--- src/rtl/mc_ctrl_pkg.sv ---
// Shared types and constants for the multicycle MIPS main controller.
// Optional build macro: MC_CONTROLLER_BNE_EN (adds the BNEEX state).
package mc_ctrl_pkg;

    typedef enum logic [3:0] {
        S_FETCH   = 4'd0,
        S_DECODE  = 4'd1,
        S_MEMADR  = 4'd2,
        S_MEMRD   = 4'd3,
        S_MEMWB   = 4'd4,
        S_MEMWR   = 4'd5,
        S_RTYPEEX = 4'd6,
        S_RTYPEWB = 4'd7,
        S_BEQEX   = 4'd8,
        S_ADDIEX  = 4'd9,
        S_ADDIWB  = 4'd10,
        S_JEX     = 4'd11,
        S_BNEEX   = 4'd12
    } state_e;

    localparam logic [5:0] OP_LW    = 6'b100011;
    localparam logic [5:0] OP_SW    = 6'b101011;
    localparam logic [5:0] OP_RTYPE = 6'b000000;
    localparam logic [5:0] OP_BEQ   = 6'b000100;
    localparam logic [5:0] OP_BNE   = 6'b000101;
    localparam logic [5:0] OP_ADDI  = 6'b001000;
    localparam logic [5:0] OP_J     = 6'b000010;

    localparam logic [1:0] ALUOP_ADD   = 2'b00;
    localparam logic [1:0] ALUOP_SUB   = 2'b01;
    localparam logic [1:0] ALUOP_FUNCT = 2'b10;

    localparam logic [1:0] SRCB_REGB  = 2'b00;
    localparam logic [1:0] SRCB_FOUR  = 2'b01;
    localparam logic [1:0] SRCB_IMM   = 2'b10;
    localparam logic [1:0] SRCB_IMMSH = 2'b11;

    localparam logic [1:0] PCSRC_ALURES = 2'b00;
    localparam logic [1:0] PCSRC_ALUOUT = 2'b01;
    localparam logic [1:0] PCSRC_JUMP   = 2'b10;

    // Control word from state only; the *_rdy / *_zero flags are gated by the top.
    typedef struct packed {
        logic       iord;
        logic       memwrite;
        logic       regdst;
        logic       memtoreg;
        logic       regwrite;
        logic       alusrca;
        logic [1:0] alusrcb;
        logic [1:0] aluop;
        logic [1:0] pcsrc;
        logic       irwrite_rdy;
        logic       pcen_rdy;
        logic       pcen_always;
        logic       pcen_zero;
        logic       pcen_nzero;
    } ctrl_t;

endpackage

--- src/rtl/mc_outdec.sv ---
// Combinational state-to-control-word decode for mc_controller.
// Optional build macro: MC_CONTROLLER_BNE_EN (decodes BNEEX).
module mc_outdec
    import mc_ctrl_pkg::*;
(
    input  logic [3:0] st,
    output ctrl_t      ctrl
);

    always_comb begin
        ctrl = '0;
        case (st)
            S_FETCH: begin
                ctrl.alusrcb     = SRCB_FOUR;
                ctrl.aluop       = ALUOP_ADD;
                ctrl.pcsrc       = PCSRC_ALURES;
                ctrl.irwrite_rdy = 1'b1;
                ctrl.pcen_rdy    = 1'b1;
            end
            S_DECODE: begin
                ctrl.alusrcb = SRCB_IMMSH;
                ctrl.aluop   = ALUOP_ADD;
            end
            S_MEMADR, S_ADDIEX: begin
                ctrl.alusrca = 1'b1;
                ctrl.alusrcb = SRCB_IMM;
                ctrl.aluop   = ALUOP_ADD;
            end
            S_MEMRD: ctrl.iord = 1'b1;
            S_MEMWB: begin
                ctrl.memtoreg = 1'b1;
                ctrl.regwrite = 1'b1;
            end
            S_MEMWR: begin
                ctrl.iord     = 1'b1;
                ctrl.memwrite = 1'b1;
            end
            S_RTYPEEX: begin
                ctrl.alusrca = 1'b1;
                ctrl.alusrcb = SRCB_REGB;
                ctrl.aluop   = ALUOP_FUNCT;
            end
            S_RTYPEWB: begin
                ctrl.regdst   = 1'b1;
                ctrl.regwrite = 1'b1;
            end
            S_BEQEX: begin
                ctrl.alusrca   = 1'b1;
                ctrl.alusrcb   = SRCB_REGB;
                ctrl.aluop     = ALUOP_SUB;
                ctrl.pcsrc     = PCSRC_ALUOUT;
                ctrl.pcen_zero = 1'b1;
            end
            S_ADDIWB: ctrl.regwrite = 1'b1;
            S_JEX: begin
                ctrl.pcsrc       = PCSRC_JUMP;
                ctrl.pcen_always = 1'b1;
            end
`ifdef MC_CONTROLLER_BNE_EN
            S_BNEEX: begin
                ctrl.alusrca    = 1'b1;
                ctrl.alusrcb    = SRCB_REGB;
                ctrl.aluop      = ALUOP_SUB;
                ctrl.pcsrc      = PCSRC_ALUOUT;
                ctrl.pcen_nzero = 1'b1;
            end
`endif
            default: ctrl = '0;
        endcase
    end

endmodule

--- src/rtl/mc_controller.sv ---
// Multicycle main control FSM for the MIPS-subset datapath, with memready stalls.
// Optional build macro: MC_CONTROLLER_BNE_EN (adds bne via BNEEX).
//
// state     | meaning
// FETCH     | read instr at PC, PC+4 -> PC, wait for memready
// DECODE    | read regs, precompute branch target, dispatch on op
// MEMADR    | ALU computes lw/sw address
// MEMRD     | data read, wait for memready
// MEMWB     | MDR -> rt
// MEMWR     | data write, wait for memready
// RTYPEEX   | ALU op from funct
// RTYPEWB   | ALUOut -> rd
// BEQEX     | compare, branch when zero
// ADDIEX    | regA + signimm
// ADDIWB    | ALUOut -> rt
// JEX       | jump target -> PC
// BNEEX     | compare, branch when not zero (macro builds only)
module mc_controller
    import mc_ctrl_pkg::*;
#(
    parameter int NSTATEBITS = 4
) (
    input  logic                  clk,
    input  logic                  reset,
    input  logic [5:0]            op,
    input  logic                  zero,
    input  logic                  memready,
    output logic                  iord,
    output logic                  memwrite,
    output logic                  irwrite,
    output logic                  regdst,
    output logic                  memtoreg,
    output logic                  regwrite,
    output logic                  alusrca,
    output logic [1:0]            alusrcb,
    output logic [1:0]            aluop,
    output logic [1:0]            pcsrc,
    output logic                  pcen,
    output logic                  illegal,
    output logic [NSTATEBITS-1:0] state
);

    state_e state_q;
    state_e state_d;
    ctrl_t  ctrl;

    always_ff @(posedge clk) begin
        if (reset) state_q <= S_FETCH;
        else       state_q <= state_d;
    end

    always_comb begin
        state_d = state_q;
        illegal = 1'b0;
        case (state_q)
            S_FETCH:  state_d = memready ? S_DECODE : S_FETCH;
            S_DECODE: begin
                case (op)
                    OP_LW, OP_SW: state_d = S_MEMADR;
                    OP_RTYPE:     state_d = S_RTYPEEX;
                    OP_BEQ:       state_d = S_BEQEX;
                    OP_ADDI:      state_d = S_ADDIEX;
                    OP_J:         state_d = S_JEX;
`ifdef MC_CONTROLLER_BNE_EN
                    OP_BNE:       state_d = S_BNEEX;
`endif
                    default: begin
                        state_d = S_FETCH;
                        illegal = 1'b1;
                    end
                endcase
            end
            S_MEMADR:  state_d = (op == OP_LW) ? S_MEMRD : S_MEMWR;
            S_MEMRD:   state_d = memready ? S_MEMWB : S_MEMRD;
            S_MEMWR:   state_d = memready ? S_FETCH : S_MEMWR;
            S_RTYPEEX: state_d = S_RTYPEWB;
            S_ADDIEX:  state_d = S_ADDIWB;
            default:   state_d = S_FETCH;
        endcase
    end

    mc_outdec u_outdec (
        .st   (state_q),
        .ctrl (ctrl)
    );

    assign iord     = ctrl.iord;
    assign memwrite = ctrl.memwrite;
    assign regdst   = ctrl.regdst;
    assign memtoreg = ctrl.memtoreg;
    assign regwrite = ctrl.regwrite;
    assign alusrca  = ctrl.alusrca;
    assign alusrcb  = ctrl.alusrcb;
    assign aluop    = ctrl.aluop;
    assign pcsrc    = ctrl.pcsrc;
    assign irwrite  = ctrl.irwrite_rdy & memready;
    assign pcen     = (ctrl.pcen_rdy & memready) | ctrl.pcen_always
                    | (ctrl.pcen_zero & zero) | (ctrl.pcen_nzero & ~zero);
    assign state    = NSTATEBITS'(state_q);

endmodule

--- config.mk ---
export PLATFORM = sky130hd
export DESIGN_NAME = mc_controller
export DESIGN_NICKNAME = d
export VERILOG_FILES = /design/src/rtl/mc_ctrl_pkg.sv /design/src/rtl/mc_outdec.sv /design/src/rtl/mc_controller.sv
export SDC_FILE = /design/constraint.sdc
export NUM_CORES = 1
export LEC_CHECK = 0
export CAP_MARGIN = 20
export CORE_MARGIN = 3
export CORE_UTILIZATION = 32
export CTS_CLUSTER_DIAMETER = 30
export CTS_CLUSTER_SIZE = 25
export DETAILED_ROUTE_END_ITERATION = 10
export PLACE_DENSITY = 0.73
export SLEW_MARGIN = 30
export SYNTH_ARGS = -nofsm -noshare
export SYNTH_HDL_FRONTEND = slang
export SYNTH_SLANG_ARGS = --single-unit
--- constraint.sdc ---
create_clock -name clk -period 2.6 [get_ports clk]
set_clock_uncertainty 0.15 [all_clocks]
set_input_delay 0.78 -clock clk [delete_from_list [all_inputs] [get_ports clk]]
set_output_delay 0.78 -clock clk [all_outputs]
set_load 0.01 [all_outputs]
==> impl_metrics.yaml <==
cells_and_area:
  seqCellArea_um2: 82.58
  largest_register_ff_count: 4
  fillers: 126
  areaGrowthSynthToFinish_pct: 93.85
  fin_area_um2: 945.9
  antennaDiodeCount: 0
  multi_input_area_um2: 394.1
  final_net_count: 128
  stdcell_count: 131
  drive_above_1_share: 0.3103
yosys:
  syn_area_um2: 488.0
  yosysTopAreaCellShare: 0.1641
  ys.flop_type: "dfxtp_1"
  yosysUniqueCellTypes: 34
  yosysWarnings: 0
  ys_seq_area_frac: 0.1641
  ys_ff_latch: 4
  yosys.area.top_type: "dfxtp_1"
  syn-num-nets: 82
  ys_top_cells_by_area: "dfxtp_1 16%, nor3_1 7.2%, nor2_1 5.4%, a21oi_1 5.1%, o21ai_0 4.1%"
  syn_area_per_cell_um2: 6.777
  synth_cells: 72
  synth_edf_count: 0
  synthTopCellsByCount: "7 x nor2_1, 7 x nor3_1, 5 x a21oi_1, 5 x nand2_1"
  async_flop_share: 0
worst_setup_path:
  cp.arrival_ps: 1910
  cp_data_required_time_ps: 1670
  cp-end-kind: "output port"
  crit_type: "in2out"
  cp_slowest_cell: "or4_1"
  max_stage_delay_ps: 510
  worstPathCellList: "buf_6, or4_1, a211o_1, and3_4, buf_6"
  crit_top_cell: "buf_6"
  r2r-end: "state[0]"
  worstSetupStartpointType: "primary input"
  critPathMaxFanout: 2
  reg2reg_depth: 6
  worstReg2RegStart: "state[1]"
  rrSetupSlack_ps: 1000
timing:
  finalSetupViolCount: 1
  setup_slack_ps: -235.9
  max_freq_mhz: 352.6
  maxSlewHeadroom: 0.7150
  hold_violations: 0
  period_minus_slack_ps: 2836
  fin_crit_sh: 1.091
  drv_slew: 0
  rsz0062_at_grt: "yes"
  worst-slew-pin-transition_ps: 416.7
clock_network:
  numCtsBuffers: 3
  clk_latency_ps: 230
  root_buffer: "clkbuf_4"
  cts_sinks: 4
  htreeDepth: 1
  hold_buffers: 0
  cts.path.max_buffers: 2
  cts_tree: "yes"
  clk_pin_slew_ps: 30
floorplan:
  floorplan.initialDensity: 0.3571
  core_mm2: 0.001366
  die_y_um: 45.05
  rows: 13
  dieArea_mm2: 0.002030
  die_w_um: 45.05
  ios: 29
min_path:
  hp-class: "reg2reg"
  timing.hold.worst.start: "state[3]"
  hold-path-endpoint: "state[3]"
  min_path_cells: 2
routing:
  routed_wl_mm: 1.794
  first_iter_violations: 12
  firstDrtPassIters: 4
  wl_per_cell_um: 13.69
  num_vias: 700
  ant_nets: 0
  avgViaCountPerCell: 5.344
  remaining_drc_errors: 0
flow_run:
  cap_violations: 0
placement:
  dp.cells: 128
  dpl.hpwl_mm: 1.326
  port_buffers: 28
  gp_congestion: 0.7738
  dp_slack_ps: -942.5
  post_dp_cell_area_um2: 900.9
global_route:
  grt_max_degree: 15
  grt_pass1_vias: 684
  overflow: 0
  grt_util_all_layers: 0.1824
  antenna_found_initial: 0
  grt_pass1_wl_mm: 2.884
pwr:
  power.density_mw_per_mm2: 230.9
  power_leakage_uw: 0.0004321
  ir_drop_v: 0.0002404
run_status:
  status: "finished with violations"
  violations: "negative setup slack"
cell type report:
cell class,count,share of cell area
sequential,4,0.08730
timing repair buffer,47,0.4444
multi-input combinational,60,0.4167
inverter,2,0.007937
clock buffer,3,0.02381
tap,15,0.01984
routing by layer:
layer,GRT usage,vias to the layer above,share of wire
li1,-,363,-
met5,0,-,0
met3,0.02390,0,0.036
met2,0.2797,13,0.51
met4,0.03509,0,0
met1,0.2710,324,0.46
cell usage in the layout, fill, tap and decap left out, types with 2 or more instances in the layout:
cell             count
buf_4               19
clkdlybuf4s50_1     13
nor2_1               7
a21oi_1              5
dlygate4sd2_1        5
nor3_2               4
nand2_1              4
o21ai_0              4
dlymetal6s2s_1       4
nand2b_1             3
nor3_1               3
nand3_1              3
clkbuf_4             3
buf_6                3
inv_1                2
xnor2_1              2
nor2b_1              2
a211o_1              2
nor4_1               2
buf_2                2
dfxtp_1              2
dfxtp_2              2
worst max path at each step:
stage	start	slack (ps)	cells after the start	endpoint
after detailed placement	op[1]	-940	5	illegal
after CTS	op[3]	-280	5	illegal
after floorplan	op[1]	-50	3	illegal
after global routing	op[4]	-290	5	illegal
final	op[0]	-240	5	illegal
after global placement	op[1]	-940	5	illegal
logic make-up (layout without fill, tap and decap cells):
| family | after synthesis | after routing | share of synthesized area |
|---|---|---|---|
| compound gates | 22 | 22 | 0.3129 |
| xor+xnor | 3 | 3 | 0.05386 |
| buf+inv | 8 | 52 | 0.08462 |
| flops | 4 | 4 | 0.1641 |
| mux | 1 | 1 | 0.02051 |
| simple gates | 34 | 34 | 0.3641 |
repair_timing:
action / in CTS / in global routing
buffers inserted: 0 / 0
pin swaps: 3 / 3
setup endpoints to repair: 9 / 5
gates resized for setup: 33 / 8
critical path, delay by kind of cell:
kind	cells	cell delay, ps
buffers and inverters	2	200
and+or+nand+nor	2	660
AOI/OAI and AO/OA	1	270
where the power goes:
group	leakage (µW)	internal (µW)	switching, µW	total (µW)
clock network	0.0000138	51.5	23.8	75.3
logic	0.000385	43.6	35.4	79.0
registers	0.0000335	63.1	1.04	64.1
total	0.000432	158	60.2	218
stage by stage:
step	util	hold WS (ps)	total power [µW]	TNS, ps
2_1_floorplan	-	455.7	97.39	-51.26
3_3_place_gp	0.6593	466.8	144.1	-1874
3_5_place_dp	0.6593	507.9	145.7	-1955
4_1_cts	0.6712	455.2	219.4	-276.5
5_1_grt	0.6923	497.6	234.3	-291.3
6_report	0.6923	469.6	218.5	-235.9
Note: power is estimated with default switching activity, not from simulation.
